$ cat src/rtl/alu_pkg.sv
// Shared definitions for the ALU sharing arbiter: control codes, the
// legality check for those codes, and the arbiter FSM state type.
package alu_pkg;

  localparam logic [3:0] ALU_ADD = 4'b0000;
  localparam logic [3:0] ALU_SUB = 4'b0001;
  localparam logic [3:0] ALU_AND = 4'b0010;
  localparam logic [3:0] ALU_OR  = 4'b0011;
  localparam logic [3:0] ALU_XOR = 4'b0100;
  localparam logic [3:0] ALU_SLL = 4'b0101;
  localparam logic [3:0] ALU_SRL = 4'b0111;

  typedef enum logic [1:0] {
    IDLE  = 2'd0,
    ISSUE = 2'd1,
    RESP  = 2'd2
  } arb_state_t;

  // 0110 and 1000-1111 have no ALU operation behind them.
  function automatic logic alu_ctrl_legal(input logic [3:0] ctrl);
    logic legal;
    case (ctrl)
      ALU_ADD, ALU_SUB, ALU_AND, ALU_OR,
      ALU_XOR, ALU_SLL, ALU_SRL: legal = 1'b1;
      default:                   legal = 1'b0;
    endcase
    return legal;
  endfunction

endpackage

$ cat src/rtl/rr_arbiter2.sv
// Two-way round-robin grant: a lone requester always wins, and on
// contention the pointer picks the winner. Purely combinational.
module rr_arbiter2
  import alu_pkg::*;
(
  input  logic [1:0] valid_i,
  input  logic       ptr_i,
  output logic       gnt_valid_o,
  output logic       gnt_idx_o,
  output logic [1:0] gnt_onehot_o
);

  always_comb begin
    gnt_valid_o = |valid_i;
    gnt_idx_o   = 1'b0;
    case (valid_i)
      2'b01:   gnt_idx_o = 1'b0;
      2'b10:   gnt_idx_o = 1'b1;
      2'b11:   gnt_idx_o = ptr_i;
      default: gnt_idx_o = 1'b0;
    endcase
    gnt_onehot_o = gnt_valid_o ? (2'b01 << gnt_idx_o) : 2'b00;
  end

endmodule

$ cat src/rtl/alu_share_arbiter.sv
// Time-shares one external combinational ALU between two requesters:
// accept (IDLE) -> drive ALU from issue regs (ISSUE) -> hold response (RESP).
module alu_share_arbiter
  import alu_pkg::*;
#(
  parameter int DATA_W = 32,
  parameter int CTRL_W = 4
) (
  input  logic                   clk,
  input  logic                   rst_n,
  input  logic [1:0]             req_valid,
  output logic [1:0]             req_ready,
  input  logic [1:0][CTRL_W-1:0] req_ctrl,
  input  logic [1:0][DATA_W-1:0] req_op1,
  input  logic [1:0][DATA_W-1:0] req_op2,
  output logic [1:0]             rsp_valid,
  input  logic [1:0]             rsp_ready,
  output logic [DATA_W-1:0]      rsp_result,
  output logic                   rsp_err,
  output logic [CTRL_W-1:0]      alu_ctrl,
  output logic [DATA_W-1:0]      alu_op1,
  output logic [DATA_W-1:0]      alu_op2,
  input  logic [DATA_W-1:0]      alu_result
);

  arb_state_t        state_q, state_d;
  logic              rr_ptr_q, rr_ptr_d;
  logic              grant_q, grant_d;
  logic [CTRL_W-1:0] ctrl_q, ctrl_d;
  logic [DATA_W-1:0] op1_q, op1_d;
  logic [DATA_W-1:0] op2_q, op2_d;
  logic [DATA_W-1:0] result_q, result_d;
  logic              err_q, err_d;
  logic [1:0]        rsp_valid_q, rsp_valid_d;

  logic              arb_valid;
  logic              arb_idx;
  logic [1:0]        arb_onehot;
  logic [1:0]        req_ready_c;
  logic              ctrl_legal;

  rr_arbiter2 u_rr_arbiter2 (
    .valid_i      (req_valid),
    .ptr_i        (rr_ptr_q),
    .gnt_valid_o  (arb_valid),
    .gnt_idx_o    (arb_idx),
    .gnt_onehot_o (arb_onehot)
  );

  // Codes wider than 4 bits are only legal when the extra bits are zero.
  assign ctrl_legal = alu_ctrl_legal(ctrl_q[3:0]) && ((ctrl_q >> 4) == '0);

  always_comb begin
    state_d     = state_q;
    rr_ptr_d    = rr_ptr_q;
    grant_d     = grant_q;
    ctrl_d      = ctrl_q;
    op1_d       = op1_q;
    op2_d       = op2_q;
    result_d    = result_q;
    err_d       = err_q;
    rsp_valid_d = rsp_valid_q;
    req_ready_c = 2'b00;
    case (state_q)
      IDLE: begin
        if (arb_valid) begin
          req_ready_c = arb_onehot;
          grant_d     = arb_idx;
          ctrl_d      = req_ctrl[arb_idx];
          op1_d       = req_op1[arb_idx];
          op2_d       = req_op2[arb_idx];
          state_d     = ISSUE;
        end
      end
      ISSUE: begin
        // Undefined codes still forward whatever the ALU returns.
        result_d    = alu_result;
        err_d       = ~ctrl_legal;
        rsp_valid_d = 2'b01 << grant_q;
        state_d     = RESP;
      end
      RESP: begin
        if (rsp_ready[grant_q]) begin
          rsp_valid_d = 2'b00;
          rr_ptr_d    = ~grant_q;
          state_d     = IDLE;
        end
      end
      default: begin
        rsp_valid_d = 2'b00;
        state_d     = IDLE;
      end
    endcase
  end

  always_ff @(posedge clk or negedge rst_n) begin
    if (!rst_n) begin
      state_q     <= IDLE;
      rr_ptr_q    <= 1'b0;
      grant_q     <= 1'b0;
      ctrl_q      <= '0;
      op1_q       <= '0;
      op2_q       <= '0;
      result_q    <= '0;
      err_q       <= 1'b0;
      rsp_valid_q <= 2'b00;
    end else begin
      state_q     <= state_d;
      rr_ptr_q    <= rr_ptr_d;
      grant_q     <= grant_d;
      ctrl_q      <= ctrl_d;
      op1_q       <= op1_d;
      op2_q       <= op2_d;
      result_q    <= result_d;
      err_q       <= err_d;
      rsp_valid_q <= rsp_valid_d;
    end
  end

  // Nothing may look accepted while the block is held in reset.
  assign req_ready  = req_ready_c & {2{rst_n}};
  assign rsp_valid  = rsp_valid_q;
  assign rsp_result = result_q;
  assign rsp_err    = err_q;
  assign alu_ctrl   = ctrl_q;
  assign alu_op1    = op1_q;
  assign alu_op2    = op2_q;

endmodule

$ cat config.mk
export PLATFORM = sky130hd
export DESIGN_NAME = alu_share_arbiter
export DESIGN_NICKNAME = d
export VERILOG_FILES = /design/src/rtl/alu_pkg.sv /design/src/rtl/rr_arbiter2.sv /design/src/rtl/alu_share_arbiter.sv
export SDC_FILE = /design/constraint.sdc
export NUM_CORES = 1
export LEC_CHECK = 0
export CAP_MARGIN = 30
export CORE_ASPECT_RATIO = 0.9
export CORE_UTILIZATION = 31
export CTS_BUF_LIST = sky130_fd_sc_hd__clkbuf_4 sky130_fd_sc_hd__clkbuf_8 sky130_fd_sc_hd__clkbuf_16
export CTS_CLUSTER_DIAMETER = 50
export CTS_CLUSTER_SIZE = 40
export DETAILED_ROUTE_END_ITERATION = 7
export PLACE_DENSITY_LB_ADDON = 0.25
export SETUP_SLACK_MARGIN = 0.4
export SYNTH_ARGS = -nofsm -noshare
export SYNTH_HDL_FRONTEND = slang
export SYNTH_SLANG_ARGS = --single-unit
export TNS_END_PERCENT = 20
$ cat constraint.sdc
create_clock -name clk -period 3.7 [get_ports clk]
set_input_delay 0.74 -clock clk [delete_from_list [all_inputs] [get_ports clk]]
set_output_delay 0.74 -clock clk [all_outputs]
set_load 0.02 [all_outputs]
==> key figures <==
Critical path
  – Worst-case reg-to-reg path depth: 5
  – Worst path bufs/invs: 2
  – Worst EP arrival: ~2400 ps
  – Most numerous cell on the critical path: clkdlybuf4s50_1
  – Crit end category: output pin
  – Critical-path top delay cell: clkdlybuf4s50_1
  – CP top delay family: buffers and inverters
  – Slowest stage delay, CP: 570 ps
  – Crit-path max FO: 4
  – Classification of the worst setup path: input pin to output pin
  – Startpoint type of the worst setup path: input pin
  – R2R Setup Slk: 1420 ps
  – Crit path cell chain: clkdlybuf4s50_1 -> or2_2 -> o211a_1 -> and2_1 -> clkdlybuf4s50_1
  – Critical path depth: 5
  – Req. time, crit path: between 2000 and 3000 ps

Cells and area
  – Layout area overhead: 67.42%
  – Fraction of layout cells with a size suffix above 1: 9.615%
  – Design area: 0.007979 mm²
  – Fin nets: 845
  – Fin util: 53.65%
  – Antenna cell count: 0

Synth
  – Leading area contributor after synthesis: dfrtp_1
  – Primary FF master, synth: dfrtp_1
  – Avg Inst Size Synth: 11.46 µm²
  – Mapped Cells: 416
  – Mapped Nets: 590
  – Post-synthesis sequential area ratio: between 50% and 60%
  – Synth cell count leaders: 107 x dfrtp_1, 35 x a21oi_1, 35 x a221o_1, 35 x a31oi_1
  – Largest cells by area after synthesis: dfrtp_1 56%, mux2_2 7.6%, a221o_1 7.4%
  – Ys async rst share: between 90% and 100%
  – FF+latch count, synth: ~110
  – Top-count cell post-synth: dfrtp_1
  – Ys Warns: 0
  – Mapped Area: 0.004766 mm²
  – Top-area cell type share of the netlist area: 56.18%
  – Cell variety after synth: 27
  – Post-synth EDFFs: 0

Job
  – Max cap viols: 0

Clock tree
  – H-Tree Depth: 3
  – CTS tree: done
  – CTS buffer count: 9
  – Reg clk slew, reported paths: roughly 70 ps
  – CTS Sinks: 107
  – Clk root buf: clkbuf_16
  – Post_cts resized: 0
  – Hold_buf cts: 0
  – Clk Latency, worst-skew pair: 340 ps
  – Setup bufs post-CTS: 0
  – Clock tree buffer depth: 2

Timing
  – Final setup fails: 0
  – Rel. slew slack: 51.29%
  – Pins Over Slew Limit: 0
  – Setup TNS: 0 ps
  – Tcrit/Tclk final: 85.82%
  – Clk_skew: 6.382 ps
  – Unrepaired setup endpoints after global routing: no
  – Fmax: around 0.31 GHz
  – Worst-margin pin slew: 730.6 ps
  – Final Critical Period: 3175 ps
  – Hold Vio Cnt, Final: 0
  – Final setup margin: 524.5 ps

Power
  – PD cells: 844.0 mW/mm²
  – VDD IR max: ~0.00035 V
  – Total power: roughly 6.7 mW
  – P_leak: 3.146 nW

GRT
  – First-pass GRT wire length: between 20 and 30 mm
  – Vias in the first global route: 4,802
  – Total grt overflow: 0
  – GRT Total Usage: between 20% and 30%
  – Largest net degree at the start of global routing: 70
  – Antenna violations before repair: 0

Drt
  – Total wire length: 16.15 mm
  – Pre-Repair DR Iteration Count: 4
  – DRC viols: 0
  – Via count: 4,555
  – DRT antenna net count: 0
  – Via-to-Cell Ratio: 5.212
  – Routed WL per cell: 18.48 µm
  – 1st-iter DRT viols: 213

Floorplan
  – Die Width: 132.7 µm
  – # IOs: 279
  – Die Footprint: 0.01587 mm²
  – Core ar.: 0.01487 mm²
  – Row count: 42
  – Die Y: 119.6 µm
  – Starting Density: 32.05%

Place
  – Gp weighted congestion: 0.7976
  – DP Worst Slack: 496.4 ps
  – Dpl cell area: 0.007664 mm²
  – I/O Buffers: 278
  – Post-DP HPWL: 11.28 mm

Run status
  – Status: finished clean

Worst hold path
  – Worst hold path stage count: 2
  – Hold crit path type: flip-flop to flip-flop
[logic make-up after synthesis]
logic type,after synthesis,synth area share (%)
AO/OA/AOI/OAI,179,25.65
buffers and inverters,50,5.093
flip-flops,107,56.18
multiplexers,34,7.981
AND/OR/NAND/NOR,46,5.093
[state kept, by name, indices dropped and copies added (netlist names)]
name / flops
rr_ptr_q: 1
alu_ctrl: 4
rsp_result: 32
alu_op2: 32
state_q: 2
rsp_err: 1
grant_q: 1
rsp_valid: 2
alu_op1: 32
[routing by layer]
layer	share of wire, %	global-route usage, %
met5	0	0
met4	1.6	7.615
met3	8.4	6.379
met2	49	35.53
met1	41	25.07
[tightest hold or removal path, cell delays in order, from the launching register on]
cell     delay (ps)
dfrtp_1         350
nand2_1          50
o21ai_0          60
[path summary, 6_finish.rpt]
check                             start            to
setup / recovery           req_valid[1]  req_ready[0]
hold / removal                  rsp_err       rsp_err
setup reg to reg             state_q[1]   alu_op1[31]
hold reg to reg                 rsp_err       rsp_err
max in group asynchronous         rst_n   alu_op1[19]
min in group asynchronous         rst_n   alu_op2[11]
[stage by stage]
step	instances	hold WS, ps
after floorplan	416	444.4
after global placement	858	481.1
after detailed placement	858	475.7
after CTS	874	491.8
after global routing	874	518.1
final	874	486.5
[final cells by class]
cell class | instances | area [µm²]
Multi-Input combinational cell | 259 | 1853
Fill cell | 1287 | 6893
Clock inverter | 4 | 55.05
Sequential cell | 107 | 2678
Timing Repair Buffer | 290 | 2870
Clock buffer | 12 | 260.3
Inverter | 4 | 15.01
Tap cell | 198 | 247.7
[where the power goes]
part | internal [mW] | total, mW | switching (mW)
Sequential | 1.77 | 2.12 | 0.351
Clock | 0.575 | 1.00 | 0.430
Combinational | 1.80 | 3.61 | 1.81
Total | 4.15 | 6.73 | 2.59
[cell usage in the layout (no fill, tap or decap), drive strengths merged, types with 3 or more instances in the layout]
master	count
clkdlybuf4s50	277
dfrtp	107
a221o	35
a21oi	35
a31oi	35
a21boi	34
o21ai	34
nand3	33
mux2	32
buf	13
clkbuf	12
inv	6
and2	3
(Power assumes the default switching activity.)
